File: src/rtl/trigger_out_gen_if.sv
// rtl/trigger_out_gen_if.sv - event inputs, host controls and trigger/status outputs of trigger_out_gen
//
// master: host/board side, drives event_in, rise_en, fall_en, holdoff, clear, clear_count
//         and observes ep_trigger, pending, overflow, event_count.
// slave:  trigger_out_gen itself.
// Outputs are fixed at 32 bits so they map straight onto okTriggerOut / WireOut; bits [31:N] are 0.
interface trigger_out_gen_if #(
    parameter int N         = 16,
    parameter int HOLDOFF_W = 8
);
    logic [N-1:0]         event_in;
    logic [N-1:0]         rise_en;
    logic [N-1:0]         fall_en;
    logic [HOLDOFF_W-1:0] holdoff;
    logic [N-1:0]         clear;
    logic                 clear_count;
    logic [31:0]          ep_trigger;
    logic [31:0]          pending;
    logic [31:0]          overflow;
    logic [15:0]          event_count;

    modport master (
        output event_in, rise_en, fall_en, holdoff, clear, clear_count,
        input  ep_trigger, pending, overflow, event_count
    );

    modport slave (
        input  event_in, rise_en, fall_en, holdoff, clear, clear_count,
        output ep_trigger, pending, overflow, event_count
    );
endinterface

File: src/rtl/trigger_out_gen.sv
// rtl/trigger_out_gen.sv - level-to-pulse TriggerOut producer with holdoff, sticky status and event counter
//
// Ports:
//   sys_clk  - single clock for all logic (shared with the okTriggerOut endpoint)
//   reset    - asynchronous, active-high; clears all state
//   bus      - trigger_out_gen_if.slave:
//              event_in (async levels), rise_en/fall_en (edge selects), holdoff (window length),
//              clear/clear_count (single-cycle host pulses), ep_trigger (one-cycle pulses),
//              pending/overflow (sticky flags), event_count (saturating tally)
// All outputs come straight from flops.
module trigger_out_gen #(
    parameter int N         = 16,
    parameter int HOLDOFF_W = 8
) (
    input  logic               sys_clk,
    input  logic               reset,
    trigger_out_gen_if.slave   bus
);

    logic [N-1:0]         s1_q, s1_d;
    logic [N-1:0]         s2_q, s2_d;
    logic [N-1:0]         s3_q, s3_d;
    logic [N-1:0]         ep_trigger_q, ep_trigger_d;
    logic [N-1:0]         pending_q, pending_d;
    logic [N-1:0]         overflow_q, overflow_d;
    logic [15:0]          event_count_q, event_count_d;
    logic [HOLDOFF_W-1:0] hc_q [N];
    logic [HOLDOFF_W-1:0] hc_d [N];

    logic [N-1:0] rise;
    logic [N-1:0] fall;
    logic [N-1:0] det;
    logic [N-1:0] acc;
    logic [5:0]   acc_pop;
    logic [15:0]  count_base;
    logic [16:0]  count_sum;

    always_comb begin
        // s1/s2 form the synchronizer; s3 only remembers the previous synchronized level
        s1_d = bus.event_in;
        s2_d = s1_q;
        s3_d = s2_q;

        rise = s2_q & ~s3_q;
        fall = ~s2_q & s3_q;
        det  = (bus.rise_en & rise) | (bus.fall_en & fall);

        // A running holdoff swallows detections; holdoff is only sampled when an event is accepted
        acc = '0;
        for (int i = 0; i < N; i++) begin
            hc_d[i] = hc_q[i];
            if (hc_q[i] != '0) begin
                hc_d[i] = hc_q[i] - 1'b1;
            end else if (det[i]) begin
                acc[i]  = 1'b1;
                hc_d[i] = bus.holdoff;
            end
        end

        ep_trigger_d = acc;
        // A simultaneous event beats clear for pending, but clear beats the overflow set
        pending_d  = (pending_q & ~bus.clear) | acc;
        overflow_d = (overflow_q | (acc & pending_q)) & ~bus.clear;

        acc_pop = '0;
        for (int i = 0; i < N; i++) begin
            acc_pop = acc_pop + 6'(acc[i]);
        end
        // clear_count still counts events accepted in the same cycle
        count_base    = bus.clear_count ? 16'd0 : event_count_q;
        count_sum     = {1'b0, count_base} + 17'(acc_pop);
        event_count_d = count_sum[16] ? 16'hFFFF : count_sum[15:0];
    end

    always_ff @(posedge sys_clk or posedge reset) begin
        if (reset) begin
            s1_q          <= '0;
            s2_q          <= '0;
            s3_q          <= '0;
            ep_trigger_q  <= '0;
            pending_q     <= '0;
            overflow_q    <= '0;
            event_count_q <= '0;
            for (int i = 0; i < N; i++) begin
                hc_q[i] <= '0;
            end
        end else begin
            s1_q          <= s1_d;
            s2_q          <= s2_d;
            s3_q          <= s3_d;
            ep_trigger_q  <= ep_trigger_d;
            pending_q     <= pending_d;
            overflow_q    <= overflow_d;
            event_count_q <= event_count_d;
            for (int i = 0; i < N; i++) begin
                hc_q[i] <= hc_d[i];
            end
        end
    end

    assign bus.ep_trigger  = 32'(ep_trigger_q);
    assign bus.pending     = 32'(pending_q);
    assign bus.overflow    = 32'(overflow_q);
    assign bus.event_count = event_count_q;

endmodule

File: src/flat_wrapper.sv
// flat-port wrapper written by rule: the top's interface ports become plain ports
module trigger_out_gen_flat 
#(
    parameter int N         = 16,
    parameter int HOLDOFF_W = 8
)
  (sys_clk, reset, bus_event_in, bus_rise_en, bus_fall_en, bus_holdoff, bus_clear, bus_clear_count, bus_ep_trigger, bus_pending, bus_overflow, bus_event_count);
  trigger_out_gen_if #(.N(N), .HOLDOFF_W(HOLDOFF_W)) bus_i ();
  input  logic sys_clk;
  input  logic reset;
  input wire logic [$bits(bus_i.event_in)-1:0] bus_event_in;
  input wire logic [$bits(bus_i.rise_en)-1:0] bus_rise_en;
  input wire logic [$bits(bus_i.fall_en)-1:0] bus_fall_en;
  input wire logic [$bits(bus_i.holdoff)-1:0] bus_holdoff;
  input wire logic [$bits(bus_i.clear)-1:0] bus_clear;
  input wire logic [$bits(bus_i.clear_count)-1:0] bus_clear_count;
  output wire logic [$bits(bus_i.ep_trigger)-1:0] bus_ep_trigger;
  output wire logic [$bits(bus_i.pending)-1:0] bus_pending;
  output wire logic [$bits(bus_i.overflow)-1:0] bus_overflow;
  output wire logic [$bits(bus_i.event_count)-1:0] bus_event_count;
  assign bus_i.event_in = bus_event_in;
  assign bus_i.rise_en = bus_rise_en;
  assign bus_i.fall_en = bus_fall_en;
  assign bus_i.holdoff = bus_holdoff;
  assign bus_i.clear = bus_clear;
  assign bus_i.clear_count = bus_clear_count;
  assign bus_ep_trigger = bus_i.ep_trigger;
  assign bus_pending = bus_i.pending;
  assign bus_overflow = bus_i.overflow;
  assign bus_event_count = bus_i.event_count;
  trigger_out_gen #(.N(N), .HOLDOFF_W(HOLDOFF_W)) u_core (.sys_clk(sys_clk), .reset(reset), .bus(bus_i));
endmodule
File: config.mk
export PLATFORM = sky130hd
export DESIGN_NAME = trigger_out_gen_flat
export DESIGN_NICKNAME = d
export VERILOG_FILES = /design/src/rtl/trigger_out_gen_if.sv /design/src/rtl/trigger_out_gen.sv /design/src/flat_wrapper.sv
export SDC_FILE = /design/constraint.sdc
export NUM_CORES = 1
export LEC_CHECK = 0
export CAP_MARGIN = 20
export CORE_MARGIN = 2
export CORE_UTILIZATION = 34
export CTS_CLUSTER_SIZE = 40
export DETAILED_ROUTE_END_ITERATION = 10
export MAX_ROUTING_LAYER = met4
export PLACE_DENSITY = 0.53
export REMOVE_ABC_BUFFERS = 1
export SYNTH_ARGS = -nofsm -noshare
export SYNTH_HDL_FRONTEND = slang
export SYNTH_SLANG_ARGS = --single-unit
File: constraint.sdc
create_clock -name sys_clk -period 18.1 [get_ports sys_clk]
set_input_delay 3.62 -clock sys_clk [delete_from_list [all_inputs] [get_ports sys_clk]]
set_output_delay 3.62 -clock sys_clk [all_outputs]
set_load 0.01 [all_outputs]
==> flow_summary.json, run 1 <==
{
  "ir_worst_vdd_mv": 0.0694,
  "rows": 68,
  "clockBufferDepth": 3,
  "synth_top_family_by_area": "simple AND/OR/NAND/NOR gates",
  "cp-end-kind": "register",
  "drive_gt1_frac": 0.0726,
  "drv_cap": 0,
  "worstReg2RegStart": "u_core.hc_q[112]",
  "fp.coreArea_um2": 34300,
  "synthAdderAreaFrac": 0.0465,
  "whs_endpoint": "u_core.s2_q[7]",
  "r2r_slack_ns": 11.29,
  "critPathLaunchType": "input port",
  "synthArstFlopShare": 1.00,
  "drc": 0,
  "status": "complete, no violations",
  "start_util": 0.342,
  "setup_violations": 0,
  "cts_made_buffers": 29,
  "cts_tree": "yes",
  "synth_ff_type": "dfrtp_1",
  "p_int_mw": 0.924,
  "antenna_found_initial": 1,
  "synth_cells": 1157,
  "max_freq_ghz": 0.107,
  "grt_overflow": 0,
  "p_per_area_nw_per_um2": 82.3,
  "synth_compound_area_frac": 0.172,
  "pwr-share-seq": 0.458,
  "maxSlewHeadroom": 0.308,
  "p_clk_frac": 0.495,
  "finClkSkew_ns": 0.0129,
  "syn_avg_cell_area_um2": 10.1,
  "synth_xor_area_frac": 0.00896,
  "synthSimpleGateAreaFrac": 0.174,
  "synth-edff-count": 0,
  "cts.sinks": 240,
  "timing.setup.tns_ns": 0,
  "min_path_type": "register to register",
  "startpoint": "bus_rise_en[0]",
  "wire_per_inst_um": 15.5,
  "switching_share": 0.223,
  "clkTransAtPathRegs_ns": 0.06,
  "grtUsageTotal": 0.160,
  "setup_ws_ns": 8.78,
  "die_area_um2": 36000,
  "switching_power_mw": 0.265,
  "ys_seq_area_frac": 0.512,
  "die_w_um": 190,
  "ant_nets": 0,
  "post-route-util": 0.422,
  "cts_setup_buffers": 0,
  "postCtsResizedCells": 0,
  "routed_wl_mm": 27.6,
  "crit_chain": "clkdlybuf4s50_1 > nand2_1 > o21ai_1 > and2_0 > ha_1 > inv_1 > fa_1 > fa_1 > fa_1 > fa_1 > fa_1 > inv_1 > fa_1 > fa_1 > a21oi_1 > o22a_1 > nor2_1 > and3_1 > mux2_2",
  "slowest_delay_ns": 0.53,
  "htree_levels": 1,
  "numPortBuffers": 138,
  "hold_depth": 0,
  "r2r-end": "u_core.bus.event_count[10]",
  "period_needed_ns": 9.32,
  "gp_congestion": 0.800,
  "grt_max_degree": 153,
  "grt_pass1_vias": 8719,
  "crit_type": "input port to register",
  "initialDrtViolationCount": 537,
  "p_comb_frac": 0.047,
  "rsz0062_at_grt": "false",
  "clk_latency_ns": 0.54,
  "crit_fanout": 8,
  "pin_count": 187,
  "synth_cell_type_count": 70,
  "fin_nets": 1414,
  "hold_violations": 0,
  "leakage_nw": 6.19,
  "tightest_slew_ns": 1.03,
  "syn_area_um2": 11700,
  "dp_hpwl_mm": 18.0,
  "cpMaxStageDelayCell": "fa_1",
  "synth.mux.area_fraction": 0.0164,
  "reg2reg_depth": 20,
  "firstDrtPassIters": 5,
  "hold_buffers": 0,
  "pre_cts_ws_ns": 8.20,
  "fin_crit_sh": 0.515,
  "via_per_inst": 5.03,
  "area_delta_synth_final_pct": 23.2,
  "vias": 8940,
  "hp-start": "u_core.s1_q[7]",
  "crit_arrival_ns": 9.74,
  "chipHeight_um": 190,
  "grt_pass1_wl_mm": 45.4,
  "cpMostUsedCell": "fa_1",
  "yosysWarningCount": 0,
  "ys_ff_latch": 240,
  "cts_root_buf": "clkbuf_16",
  "maxSlewViolCount": 0,
  "worstPathRequired_ns": 18.52
}
power groups by stage:
stage / Sequential, mW / Clock, mW / Combinational (mW)
floorplan: 0.554 / 0 / 0.0215
global placement: 0.554 / 0 / 0.0571
detailed placement: 0.554 / 0 / 0.0578
CTS: 0.545 / 0.610 / 0.0580
global route: 0.545 / 0.632 / 0.0628
finish: 0.545 / 0.588 / 0.0562
through the flow:
step	instance area (um2)	std cells	power (mW)	hold slack, ns
2_1_floorplan	11400	1122	0.575	0.331
3_3_place_gp	13500	1725	0.611	0.334
3_5_place_dp	13500	1726	0.612	0.335
4_1_cts	14500	1778	1.21	0.346
5_1_grt	14500	1779	1.24	0.355
6_report	14500	1779	1.19	0.345
cells in the mapped netlist, types with 15 or more instances:
library cell  instances  share of area
dfrtp_1             240           0.51
a21oi_1             102          0.044
inv_1                85          0.027
nand2_1              71          0.023
o21ai_0              69          0.029
nor2_1               61          0.020
buf_4                48          0.031
nor3_1               39          0.017
a211oi_1             26          0.017
ha_1                 26          0.028
nand2b_1             26          0.014
or3_1                26          0.014
clkbuf_1             25         0.0080
nand3b_1             20          0.013
o31ai_1              19          0.012
or4_1                18          0.012
mux2i_1              17          0.015
a21o_1               15         0.0096
a221o_1              15          0.013
final cells by class:
cell class / count / area (um2)
Tap cell: 455 / 569
Multi-Input combinational cell: 796 / 5080
Clock buffer: 45 / 886
Antenna cell: 1 / 2.50
Fill cell: 3308 / 19800
Clock inverter: 7 / 88.8
Timing Repair Buffer: 149 / 1480
Sequential cell: 240 / 6010
Inverter: 86 / 332
placed cells by master, fill, tap and decap left out, types with 29 or more instances in the layout:
| cell | instances |
|---|---|
| dfrtp_1 | 240 |
| nor3_1 | 39 |
| nor2_1 | 61 |
| inv_1 | 84 |
| conb_1 | 48 |
| clkdlybuf4s50_1 | 138 |
| clkbuf_16 | 29 |
| nand2_1 | 71 |
| o21ai_0 | 69 |
| a21oi_1 | 102 |
routing by layer:
layer,GRT usage,vias up,routed length [um]
li1,-,4356,-
met1,0.221,4331,13500
met2,0.247,202,12200
met3,0.0240,51,1270
met4,0.0450,0,681
met5,-,-,0
flip-flops by register name, indices dropped and copies added, names as in the netlist:
name,count
u_core.s2_q,16
u_core.bus.event_count,16
u_core.pending_q,16
u_core.s3_q,16
u_core.overflow_q,16
u_core.s1_q,16
u_core.hc_q,128
u_core.ep_trigger_q,16
worst max path at each step:
stage                                      end  slack, ns  cells after the start
CTS                 u_core.bus.event_count[10]       8.80                     19
global route        u_core.bus.event_count[15]       8.41                     21
floorplan            u_core.bus.event_count[0]       7.89                      1
detailed placement  u_core.bus.event_count[10]       8.20                     19
finish              u_core.bus.event_count[10]       8.78                     19
global placement    u_core.bus.event_count[10]       8.31                     19
kinds of logic (layout without fill, tap and decap cells):
logic type      after synthesis  after routing
flops                       240            240
compound gates              322            322
buf+inv                     168            287
fa+ha+maj                    37             37
simple gates                358            358
other cells                   1             49
mux                          19             19
xor+xnor                     12             12
critical path, delay by kind of cell:
family	cells	cell delay (ns)
AO/OA/AOI/OAI	3	0.98
buffers and inverters	3	0.62
AND/OR/NAND/NOR	4	0.72
adder cells (fa/ha/maj)	8	3.54
multiplexers	1	0.26
Power figures use the tool's default switching activity.
==> inputs of run 2 (changes only) <==
Clock period 18.1 ns to 9.4 ns, I/O delays scaled along.
==> flow_summary.json, run 2 (same netlist as run 1, synthesis figures left out) <==
{
  "drv_cap": 0,
  "drc": 0,
  "ant_nets": 0,
  "max_freq_ghz": 0.133,
  "antenna_found_initial": 1,
  "cpMostUsedCell": "fa_1",
  "reg2reg_depth": 20,
  "hold_buffers": 0,
  "cts.sinks": 240,
  "p_per_area_nw_per_um2": 166,
  "top_register": "u_core.hc_q",
  "grtUsageTotal": 0.160,
  "start_util": 0.342,
  "maxSlewViolCount": 0,
  "gp_congestion": 0.799,
  "maxSlewHeadroom": 0.303,
  "die_w_um": 190,
  "hp-start": "u_core.s1_q[12]",
  "worstPathRequired_ns": 9.83,
  "cts_setup_buffers": 0,
  "hold_violations": 0,
  "worstReg2RegStart": "u_core.hc_q[112]",
  "period_needed_ns": 7.52,
  "cts_root_buf": "clkbuf_16",
  "crit_fanout": 8,
  "finClkSkew_ns": 0.00982,
  "critical_path.top_delay_family": "adder cells",
  "via_per_inst": 5.00,
  "timing.setup.tns_ns": 0,
  "ir_worst_vdd_mv": 0.151,
  "grt_pass1_wl_mm": 45.4,
  "r2r_slack_ns": 2.64,
  "hold_depth": 0,
  "cts_made_buffers": 30,
  "cts_tree": "yes",
  "fp.coreArea_um2": 34300,
  "critPathLaunchType": "input port",
  "crit_chain": "clkdlybuf4s50_1 > nand2_1 > o21ai_1 > and2_0 > ha_1 > inv_1 > fa_1 > fa_1 > fa_1 > fa_1 > fa_1 > inv_1 > fa_1 > fa_1 > a21oi_1 > o22a_1 > nor2_1 > and3_1 > mux2_2",
  "cp-end-kind": "register",
  "dp_hpwl_mm": 17.9,
  "area_delta_synth_final_pct": 24.3,
  "largest_register_ffs": 128,
  "place_area_um2": 13500,
  "drive_gt1_frac": 0.0767,
  "routed_wl_mm": 27.8,
  "chipHeight_um": 190,
  "setup_violations": 0,
  "numPortBuffers": 138,
  "status": "complete, no violations",
  "die_area_um2": 36000,
  "fin_nets": 1417,
  "rows": 68,
  "pin_count": 187,
  "crit_buf_inv": 3,
  "slowest_delay_ns": 0.54,
  "leakage_nw": 6.26,
  "clk_latency_ns": 0.54,
  "final_cell_mix": "240 x dfrtp_1, 138 x clkdlybuf4s50_1, 102 x a21oi_1",
  "tightest_slew_ns": 1.04,
  "vias": 8919,
  "fin_crit_sh": 0.800,
  "initialDrtViolationCount": 513,
  "r2r-end": "u_core.bus.event_count[10]",
  "finalInstanceArea_um2": 14600,
  "crit_type": "input port to register",
  "clkTransAtPathRegs_ns": 0.06,
  "htree_levels": 1,
  "nFillCells": 3295,
  "firstDrtPassIters": 5,
  "whs_endpoint": "u_core.s2_q[12]",
  "grt_pass1_vias": 8580,
  "grt_overflow": 0,
  "rsz0062_at_grt": "false",
  "grt_max_degree": 136,
  "cpMaxStageDelayCell": "fa_1",
  "crit_arrival_ns": 7.95,
  "final_common_cell": "dfrtp_1",
  "postCtsResizedCells": 0,
  "wire_per_inst_um": 15.5,
  "clockBufferDepth": 3,
  "min_path_type": "register to register"
}
## run 2: metrics by stage
step                      cells  hold WS, ns  utilization  setup WS (ns)  power [mW]
after floorplan            1122        0.331            -          0.932        1.11
after global placement     1728        0.332        0.393           1.37        1.18
after global routing       1785        0.355        0.425           1.49        2.52
after CTS                  1784        0.350        0.425           1.85        2.47
final                      1785        0.346        0.425           1.88        2.42
after detailed placement   1728        0.336        0.393           1.27        1.18
## run 2: worst reg2reg max path, delay by kind of cell (launching register included)
kind                     cells  cell delay, ns
adder cells (fa/ha/maj)      9            3.66
AND/OR/NAND/NOR              5            1.58
AO/OA/AOI/OAI                2            0.50
flip-flops                   1            0.41
buffers and inverters        3            0.23
multiplexers                 1            0.27
## run 2: cell type report
class,instances,area [um2],share of cell area
antenna,1,2.50,0.000172
clock inverter,13,221,0.0152
multi-input combinational,796,5080,0.349
sequential,240,6010,0.412
tap,455,569,0.0390
clock buffer,43,881,0.0604
timing repair buffer,151,1490,0.102
inverter,86,332,0.0227
## run 2: routing by layer
layer	wire (um)	GRT usage
met5	0	-
met4	469	0.0334
met3	1390	0.0271
met2	12300	0.246
met1	13600	0.225
## run 2: power breakdown
part           switching, mW  internal [mW]
Combinational         0.0691         0.0390
Clock                  0.450          0.813
Sequential           0.00477           1.04
## run 2: worst max-delay path by stage
stage | slack [ns] | depth (start not counted) | startpoint | endpoint
floorplan | 0.93 | 1 | reset | u_core.bus.event_count[0]
global placement | 1.37 | 19 | bus_rise_en[0] | u_core.bus.event_count[10]
detailed placement | 1.27 | 19 | bus_rise_en[0] | u_core.bus.event_count[10]
CTS | 1.85 | 19 | bus_rise_en[0] | u_core.bus.event_count[10]
global route | 1.49 | 18 | bus_rise_en[0] | u_core.bus.event_count[7]
finish | 1.88 | 19 | bus_rise_en[0] | u_core.bus.event_count[10]
